File: src/rtl/stopwatch_uart_reporter.sv
// Formats a snapshot of the stopwatch time as "HH:MM:SS.CC" (optionally CR/LF)
// and streams it byte by byte into a UART transmitter over a start/done handshake.
module stopwatch_uart_reporter #(
   parameter bit SEND_CRLF = 1'b1
) (
   input  logic       clk,
   input  logic       rst,
   input  logic       i_send,
   input  logic [6:0] msec,
   input  logic [5:0] sec,
   input  logic [5:0] min,
   input  logic [4:0] hour,
   input  logic       tx_busy,
   input  logic       tx_done,
   output logic [7:0] tx_data,
   output logic       tx_start,
   output logic       o_busy,
   output logic       o_done
);

   typedef enum logic [1:0] {IDLE, SEND, WAIT, DONE} state_t;

   localparam logic [3:0] LAST = SEND_CRLF ? 4'd12 : 4'd10;

   state_t     state;
   state_t     state_nxt;
   logic [3:0] idx;
   logic [4:0] snap_hour;
   logic [5:0] snap_min;
   logic [5:0] snap_sec;
   logic [6:0] snap_msec;
   logic [7:0] cur_byte;

   // Two-digit fields cannot show more than 99; anything wider saturates there.
   function automatic logic [6:0] sat99(input logic [6:0] v);
      return (v > 7'd99) ? 7'd99 : v;
   endfunction

   function automatic logic [7:0] tens_ascii(input logic [6:0] v);
      return 8'h30 + 8'(sat99(v) / 7'd10);
   endfunction

   function automatic logic [7:0] ones_ascii(input logic [6:0] v);
      return 8'h30 + 8'(sat99(v) % 7'd10);
   endfunction

   always_comb begin
      cur_byte = 8'h00;
      case (idx)
         4'd0:    cur_byte = tens_ascii({2'b00, snap_hour});
         4'd1:    cur_byte = ones_ascii({2'b00, snap_hour});
         4'd2:    cur_byte = 8'h3A;
         4'd3:    cur_byte = tens_ascii({1'b0, snap_min});
         4'd4:    cur_byte = ones_ascii({1'b0, snap_min});
         4'd5:    cur_byte = 8'h3A;
         4'd6:    cur_byte = tens_ascii({1'b0, snap_sec});
         4'd7:    cur_byte = ones_ascii({1'b0, snap_sec});
         4'd8:    cur_byte = 8'h2E;
         4'd9:    cur_byte = tens_ascii(snap_msec);
         4'd10:   cur_byte = ones_ascii(snap_msec);
         4'd11:   cur_byte = 8'h0D;
         4'd12:   cur_byte = 8'h0A;
         default: cur_byte = 8'h00;
      endcase
   end

   always_ff @(posedge clk or posedge rst) begin
      if (rst) state <= IDLE;
      else     state <= state_nxt;
   end

   always_comb begin
      state_nxt = state;
      case (state)
         IDLE:    if (i_send) state_nxt = SEND;
         SEND:    if (!tx_busy) state_nxt = WAIT;
         WAIT:    if (tx_done) state_nxt = (idx == LAST) ? DONE : SEND;
         DONE:    state_nxt = IDLE;
         default: state_nxt = IDLE;
      endcase
   end

   // tx_start and o_done default low every cycle so each is a single-cycle pulse.
   always_ff @(posedge clk or posedge rst) begin
      if (rst) begin
         idx       <= 4'd0;
         tx_data   <= 8'h00;
         tx_start  <= 1'b0;
         o_done    <= 1'b0;
         snap_hour <= 5'd0;
         snap_min  <= 6'd0;
         snap_sec  <= 6'd0;
         snap_msec <= 7'd0;
      end else begin
         tx_start <= 1'b0;
         o_done   <= 1'b0;
         case (state)
            IDLE: begin
               if (i_send) begin
                  snap_hour <= hour;
                  snap_min  <= min;
                  snap_sec  <= sec;
                  snap_msec <= msec;
                  idx       <= 4'd0;
               end
            end
            SEND: begin
               if (!tx_busy) begin
                  tx_start <= 1'b1;
                  tx_data  <= cur_byte;
               end
            end
            WAIT: begin
               if (tx_done && (idx != LAST)) idx <= idx + 4'd1;
            end
            DONE: o_done <= 1'b1;
            default: ;
         endcase
      end
   end

   assign o_busy = (state != IDLE);

endmodule

File: config.mk
export PLATFORM = sky130hd
export DESIGN_NAME = stopwatch_uart_reporter
export DESIGN_NICKNAME = d
export VERILOG_FILES = /design/src/rtl/stopwatch_uart_reporter.sv
export SDC_FILE = /design/constraint.sdc
export NUM_CORES = 1
export LEC_CHECK = 0
export ABC_AREA = 1
export CAP_MARGIN = 20
export CORE_MARGIN = 2
export CORE_UTILIZATION = 25
export DETAILED_ROUTE_END_ITERATION = 16
export GPL_TIMING_DRIVEN = 0
export SYNTH_ARGS = -nofsm -noshare
export SYNTH_HDL_FRONTEND = slang
export SYNTH_SLANG_ARGS = --single-unit
File: constraint.sdc
create_clock -name clk -period 3.8 [get_ports clk]
set_input_delay 1.14 -clock clk [delete_from_list [all_inputs] [get_ports clk]]
set_output_delay 1.14 -clock clk [all_outputs]
set_load 0.1 [all_outputs]
# [Word-level counts from Yosys, hierarchy flattened]
# Cells that the tools add are included.
[totals] register_bits=40 inputBits=29 out_inout_bits=11 word_cells=75
[op_classes] addsub=9 div_mod_pow=8 magnitude_cmp=3 eq_ne=20 n_mux=15 bitwise_logic=1 reduce_logical=10
[ops] op="8-bit one-hot mux with 12 select lines" count=1
[ops] op="6-bit by 8-bit adder with 8-bit output (first input constant)" count=8
[ops] op="7-bit by 4-bit divider with 8-bit output (second input constant)" count=3
[ops] op="7-bit by 4-bit remainder unit with 8-bit output (second input constant)" count=3
[ops] op="7-bit two-way mux" count=3
[ops] op="4-bit == test (second input constant)" count=5
[ops] op="4-bit by 3-bit == test with 1-bit output (second input constant)" count=4
[ops] op="6-bit by 7-bit > comparator with 1-bit output (second input constant)" count=2
[ops] op="5-bit by 4-bit divider with 8-bit output (second input constant)" count=1
[ops] op="4-bit by 2-bit == test with 1-bit output (second input constant)" count=2
[ops] op="5-bit by 4-bit remainder unit with 8-bit output (second input constant)" count=1
[ops] op="2-bit two-way mux" count=4
[ops] op="4-bit two-way mux" count=2
[ops] op="2-bit inequality test (second input constant)" count=4
[ops] op="2-bit one-hot mux with 4 select lines" count=1
[ops] op="4-bit one-hot mux with 2 select lines" count=1
[ops] op="7-bit > comparator (second input constant)" count=1
[ops] op="3-bit AND reduction" count=2
[ops] op="4-bit by 1-bit adder with 4-bit output (second input constant)" count=1
[ops] op="2-bit == test (second input constant)" count=2
[ops] op="4-bit by 1-bit == test with 1-bit output (second input constant)" count=1
[ops] op="4-bit zero test" count=1
[ops] op="4-bit inequality test (second input constant)" count=1
[ops] op="2-bit AND reduction" count=2
[ops] op="other kinds (7)" count=10

# [Logic depth before layout (Yosys ltp)]
# Gate-level depths: netlist of the first run.
[logic_depth] word_depth=5 mapped_depth=37 mapped_depth_nobuf=37

# [Worst setup path after synthesis of the first run]
# Ideal clock, no wire load.
[synth_timing] path_kind="register to register" start="register snap_msec[3]" end="register tx_data[7]" t_arrival_ps=3406 t_required_ps=3680 setup_slack_ps=274 path_stages_with_launch=36 path_buffers=0 period_less_slack_ps=3526 cell_sequence="dfrtp_1 > nor2_1 > nand2_1 > nand2_4 > inv_2 > nor2_2 > ha_1 > nand2_1 > nor2_2 > nand2_2 > o21bai_4 > nand2_2 > nand2_4 > ha_1 > inv_1 > nand2_2 > nand2_1 > nand3_1 > nand2_1 > nor2_8 > nand4_1 > nand2_1 > inv_1 > ha_1 > inv_1 > nand3_1 > nand2_1 > nand3_1 > nand2_1 > inv_2 > nand2_4 > nand3_2 > nand2_2 > nand2_1 > nand2_1 > nand2_1"
[synth_via] elab_chain_cells=5 elab_cells_between_ends=7 classes_between="add/sub (2); div (2); order compare (1); mux (2)"
[synth_rtl] item="start: declaration" line_no="31" text="logic [6:0] snap_msec;"
[synth_rtl] item="start signal: assignment" line_no="103" text="snap_msec <= msec;"
[synth_rtl] item="7-bit > comparator" line_no="36" text="return (v > 7'd99) ? 7'd99 : v;"
[synth_rtl] item="7-bit two-way mux *" line_no="36"
[synth_rtl] item="7-bit by 4-bit remainder unit with 8-bit output / 7-bit by 4-bit divider with 8-bit output (equally long branches)" line_no="44, 40"
[synth_rtl] item="6-bit by 8-bit adder with 8-bit output, on equally long branches" line_no="44, 40"
[synth_rtl] item="8-bit one-hot mux with 12 select lines *" line_no="49" text="case (idx)"
[synth_rtl] item="end signal: assignment" line_no="110" text="tx_data <= cur_byte;"
[synth_rtl] item="end: declaration" line_no="15" text="output logic [7:0] tx_data,"
# Every way passes the cells marked *; elsewhere a longest branch is shown, timed or not.
# A chain may end at the register's enable or synchronous reset.

# [Final worst setup path of the first run]
[layout_timing] start="register snap_msec[6]" end="register tx_data[7]"
# The elaborated chain is that of the path after synthesis.

==> key figures, run 1 <==
GRT
  • Largest net degree at the start of global routing: 41
  • Total Routing Usage GR: between 10% and 20%
  • GRT overflow: 0
  • First-pass GRT wire length: approximately 15000 um
  • Initial antenna violation count: 0
  • Number of global-route vias before repair: between 3000 and 4000

Critical path
  • R2R Path Start: snap_msec[6]
  • Cell family contributing the most delay on the critical path: simple AND/OR/NAND/NOR gates
  • Critical path class: reg -> reg
  • Crit path max fanout: 6
  • Worst path slowest cell: dfrtp_1
  • Worst R2R End: tx_data[7]
  • R2R cell count: 34
  • Max incr delay on CP: ~0.42 ns
  • CP required: 3.98 ns
  • WP buf/inv: 5
  • CP most frequent cell: nand2_2
  • FF-to-FF setup slack: ~0.16 ns
  • Setup crit end kind: flip-flop
  • Crit start category: flip-flop
  • CP Data Arrival Time: roughly 3.8 ns
  • Worst Setup SP: snap_msec[6]

Final layout
  • Commonest cells after routing, fill and taps aside: nand2_1, inv_1, nor2_1, o21ai_0, dfrtp_1
  • Util after Layout: between 30 and 40%
  • Post-Layout Cell Count: ~770
  • Layout Nets: 630
  • Most common cell after layout, fill and taps aside: nand2_1
  • Ant. Diodes: 0
  • Area Growth Syn to Fin: 34.6%
  • Share of layout cells above drive strength 1: roughly 21%

Logic synthesis
  • Mapped cell area: 0.00346 mm^2
  • Post-synth EDFFs: 0
  • Post-Synthesis Net Count: about 550
  • Seq cells post-synth: 40
  • Area share of fa/ha/maj cells after synthesis: between 5 and 6%
  • Largest family of logic cells by synthesized area: simple AND/OR/NAND/NOR gates
  • Main synth FF type: dfrtp_1
  • Post-synth ARST share: between 90% and 100%
  • Avg Cell Area, Syn: 6.78 um^2
  • Post-synthesis compound-gate area fraction: about 15%
  • Post-synthesis cell count: roughly 510
  • Yosys warns: 0
  • Post-Synth Simple-Gate Area: about two fifths
  • Multiplexer share of the synthesized area: 0%
  • Sequential share of the synthesized area: between 20 and 30%
  • Post-Synth XOR/XNOR Area: 1.01%
  • Netlist cell types: 39

STA
  • Slew HR: about a third
  • Final setup fails: 0
  • Minimum clock period: approximately 3.6 ns
  • Final setup TNS: 0 ns
  • Fin crit share: a little over nine tenths
  • Max-slew violations: 0
  • Worst-Margin Slew: between 0.9 and 1 ns
  • Setup Skew: around 0.006 ns
  • Fin. Hold Viols: 0
  • Worst hold slack: ~0.48 ns
  • Max frequency: around 0.27 GHz
  • RSZ-0062 raised after global routing: yes

Clocking
  • Clock sink total: 40
  • CTS tree: built
  • Worst skew pair latency: just under 0.3 ns
  • CTS buffer count: 5
  • Hold_buf cts: 0
  • CTS Root Cell: clkbuf_16
  • CTS Buffer Depth: 2
  • Worst-path clk slew: about 0.06 ns
  • Htree depth: 2

Min path
  • Hold Path Class: reg -> reg
  • Hold depth: 2
  • Worst hold path startpoint: tx_data[2]
  • Hold endpoint: tx_data[2]

Die
  • Num rows: 43
  • Die Area: around 0.015 mm^2
  • Core Region: 0.0137 mm^2
  • Die Wd: 122 um
  • IO Count: 40
  • Die Ht: around 120 um
  • Initial Util: roughly 25%

Drt
  • Via-to-Cell Ratio: 4.46
  • Final wirelength: 9150 um
  • Via count: about 3400
  • Router iterations before antenna repair: 6
  • Post-route ant nets: 0
  • Drt wl/cell: ~12 um
  • DRC: 0
  • Drt first-iter violations: around 130

Placement
  • DP Wirelength: 6880 um
  • Gp weighted congestion: 0.893
  • Placed insts: 730
  • Port bufs: 39

Run
  • Max-Cap Viols: 0

Status
  • Status: completed
-- registers in the layout (all words and copies together) (netlist names) --
name	flops
tx_start	1
o_done	1
idx	4
snap_msec	7
snap_hour	5
snap_sec	6
tx_data	8
snap_min	6
state	2
-- metal layers --
layer	global-route usage [%]	routed length (um)	vias to the layer above
li1	-	-	1794
met1	16.7	4390	1561
met2	20.4	4300	57
met3	1.92	247	17
met4	3.88	211	0
met5	0	0	-
-- kinds of logic after synthesis --
| kind of cell | count (synthesis) |
|---|---|
| XOR/XNOR | 4 |
| adder cells (fa/ha/maj) | 14 |
| AND/OR/NAND/NOR | 276 |
| AO/OA/AOI/OAI | 82 |
| flip-flops | 40 |
| buffers and inverters | 95 |
-- tightest hold or removal path, cell delays in order (launching register included) --
cell     delay, ns
dfrtp_1       0.34
nand2_1       0.05
nand2_1       0.05
-- area by class of cell --
class | instances | area, um^2
clock buffer | 6 | 129
clock inverter | 2 | 35.0
buffer | 5 | 20.0
sequential | 40 | 1000
timing repair buffer | 69 | 643
fill | 1463 | 9060
tap | 180 | 225
multi-input combinational | 376 | 2260
inverter | 90 | 345
-- per-stage QoR --
step                setup slack, ns  instance area, um^2
global placement             -0.162                 4080
global route                 -0.194                 4660
floorplan                     0.274                 3460
CTS                          0.0172                 4300
finish                        0.155                 4660
detailed placement           -0.179                 4080
-- cell usage after synthesis (5+ instances only) --
cell | number | area, um^2
nand3_2 | 5 | 50.1
nand2_4 | 10 | 113
inv_2 | 9 | 33.8
nand3_1 | 25 | 125
a21oi_1 | 14 | 70.1
o211ai_1 | 5 | 37.5
o21ai_0 | 44 | 220
nand2_1 | 131 | 492
nand4_1 | 13 | 81.3
inv_1 | 79 | 297
ha_1 | 14 | 175
dfrtp_1 | 40 | 1000
nor2_1 | 49 | 184
nand2_2 | 18 | 113
nor3_1 | 6 | 30.0
-- repair_timing --
action,4_1_cts,5_1_grt
gates resized for setup,3,40
setup endpoints to repair,4,8
pin swaps,2,37
buffers inserted,6,24
-- worst max-delay path by stage --
stage,endpoint,depth (start not counted)
floorplan,tx_data[7],35
global placement,tx_data[7],35
detailed placement,tx_data[7],35
CTS,tx_data[7],33
global route,tx_data[7],33
finish,tx_data[7],34
Power of run 1 is not shown: default switching activity piles up to over one toggle a cycle in this logic, so the estimate is an artifact.
==> run 2: changes to the inputs <==
--- a/config.mk
+++ b/config.mk
@@ -6,7 +6,6 @@
 export NUM_CORES = 1
 export LEC_CHECK = 0
 export ABC_AREA = 1
-export CAP_MARGIN = 20
 export CORE_MARGIN = 2
 export CORE_UTILIZATION = 25
 export DETAILED_ROUTE_END_ITERATION = 16
==> results of run 2 <==
No change in the layout: final DEF, timing and power equal those of run 1.
Power of run 2 is left out for the same reason.
==> run 3: changes to the inputs <==
--- a/config.mk
+++ b/config.mk
@@ -13,3 +13,4 @@
 export SYNTH_ARGS = -nofsm -noshare
 export SYNTH_HDL_FRONTEND = slang
 export SYNTH_SLANG_ARGS = --single-unit
+export TNS_END_PERCENT = 5
==> run 3 against run 2 <==
  * Register-to-register slack about the same
  * Design area decreased by 2.0%
  * Critical path depth increased by 1
  * Core utilization decreased by 0.67 points
  * Clock skew about the same
  * Worst hold slack about the same
  * Global-route usage unchanged
  * First-iteration DRC count increased by 6.3%
  * Routed wire length decreased by 0.74%
==> key figures, run 3 (synthesis gave the netlist of run 1 again) <==
GRT
  • First-pass GRT wire length: 14700 um
  • Largest net degree at the start of global routing: just over 40
  • Gr busiest metal: met2
  • Initial antenna violation count: 0
  • Met2 Use GR: roughly a fifth
  • Number of global-route vias before repair: 3129
  • GR Util met3: roughly 1.9%
  • GRT overflow: 0
  • Total Routing Usage GR: ~12%
  • Met1 usage: around 17%

Drt
  • Via count: ~3400
  • DRC: 0
  • Drt wl/cell: about 12 um
  • Via-to-Cell Ratio: about 4.5
  • Final wirelength: a little over 9000 um
  • Drt first-iter violations: around 130
  • Router iterations before antenna repair: 5
  • Post-route ant nets: 0

Critical path
  • Setup crit end kind: flip-flop
  • Crit start category: flip-flop
  • Critical path class: reg -> reg
  • Worst path slowest cell: dfrtp_1
  • CP required: just under 4 ns
  • CP Data Arrival Time: approximately 3.8 ns
  • Crit path max fanout: 6
  • CP most frequent cell: nand2_2
  • Max incr delay on CP: ~0.42 ns

Run
  • Max-Cap Viols: 0

Die
  • Initial Util: roughly 25%
  • Die Area: about 0.015 mm^2
  • Core Region: around 0.014 mm^2
  • Num rows: 43
  • IO Count: 40
  • Die Wd: between 100 and 150 um
  • Die Ht: 122 um

Status
  • Status: completed

Placement
  • DP Wirelength: around 6900 um
  • Gp weighted congestion: 0.893
  • Port bufs: 39
  • Pre-CTS setup slack: -0.179 ns

Clocking
  • Htree depth: 2
  • Worst-path clk slew: about 0.06 ns
  • Clock sink total: 40
  • CTS Root Cell: clkbuf_16
  • Hold_buf cts: 0
  • Worst skew pair latency: a little under 0.3 ns
  • CTS tree: built
  • CTS buffer count: 5
  • CTS Buffer Depth: 2

Final layout
  • Most common cell after layout, fill and taps aside: nand2_1
  • Layout Nets: ~630
  • Ant. Diodes: 0
  • Area Growth Syn to Fin: 31.9%
  • Largest Register: tx_data
  • Largest registers: tx_data: 8 flops, snap_msec: 7 flops
  • Share of layout cells above drive strength 1: between 20% and 30%
  • Largest register FFs: 8
  • Commonest cells after routing, fill and taps aside: nand2_1, inv_1, nor2_1, o21ai_0, dfrtp_1

STA
  • Fin. Hold Viols: 0
  • Final worst slack: about 0.16 ns
  • Minimum clock period: around 3.6 ns
  • Final setup fails: 0
  • Worst-Margin Slew: between 0.9 and 1 ns
  • Setup Skew: 0.00558 ns
  • Max-slew violations: 0
  • Max frequency: ~0.27 GHz
  • Slew HR: between 30% and 40%
  • RSZ-0062 raised after global routing: yes
  • Fin crit share: 95.9%

Min path
  • Hold Path Class: reg -> reg
==> run 3: changes by cell type in the layout (fill, tap and decap cells not counted), moves of 2 or more <==
cell	delta
nand2_4	-2
buf_6	-2
nand2_2	+3
nand3_1	+2
nand3_2	-2
==> run 3: cell type report <==
class | instances | area [um^2]
Fill cell | 1469 | 9150
Multi-Input combinational cell | 376 | 2200
Sequential cell | 40 | 1000
Timing Repair Buffer | 66 | 613
Inverter | 90 | 344
Tap cell | 180 | 225
Clock buffer | 6 | 129
Clock inverter | 2 | 35.0
Buffer | 5 | 20.0
==> run 3: final timing paths <==
path / end / cells past startpoint / startpoint / slack, ns
min: tx_data[2] / 2 / tx_data[2] / 0.48
min in group asynchronous: state[1] / 2 / rst / 1.35
min reg2reg: tx_data[2] / 2 / tx_data[2] / 0.48
max: tx_data[7] / 35 / snap_msec[6] / 0.16
max in group asynchronous: snap_hour[2] / 2 / rst / 1.90
max reg2reg: tx_data[7] / 35 / snap_msec[6] / 0.16
==> run 3: worst max-delay path: cells and delay by family (launching register included) <==
kind,cells,cell delay (ns)
adder cells (fa/ha/maj),2,0.29
flip-flops,1,0.42
buffers and inverters,6,0.41
AO/OA/AOI/OAI,2,0.25
AND/OR/NAND/NOR,25,2.16
==> run 3: routing by layer <==
metal | up-vias | routed length (um)
met5 | - | 0
met2 | 61 | 4280
met4 | 0 | 211
met1 | 1563 | 4300
met3 | 17 | 286
li1 | 1787 | -
==> run 3: through the flow <==
step	util [%]	hold WS, ns	setup TNS, ns	instance area [um^2]	instances
2_1_floorplan	-	0.442	0	3460	511
3_3_place_gp	29.7	0.469	-0.448	4080	730
3_5_place_dp	29.7	0.469	-0.529	4080	730
4_1_cts	31.3	0.485	0	4300	744
5_1_grt	33.3	0.511	-0.598	4570	765
6_report	33.3	0.481	0	4570	765
==> run 3: what timing repair did <==
item                       CTS  global route
pin swaps                    2            33
setup endpoints to repair    4             8
setup buffers                6            21
resized for setup            3            27
Power of run 3 is left out for the same reason.
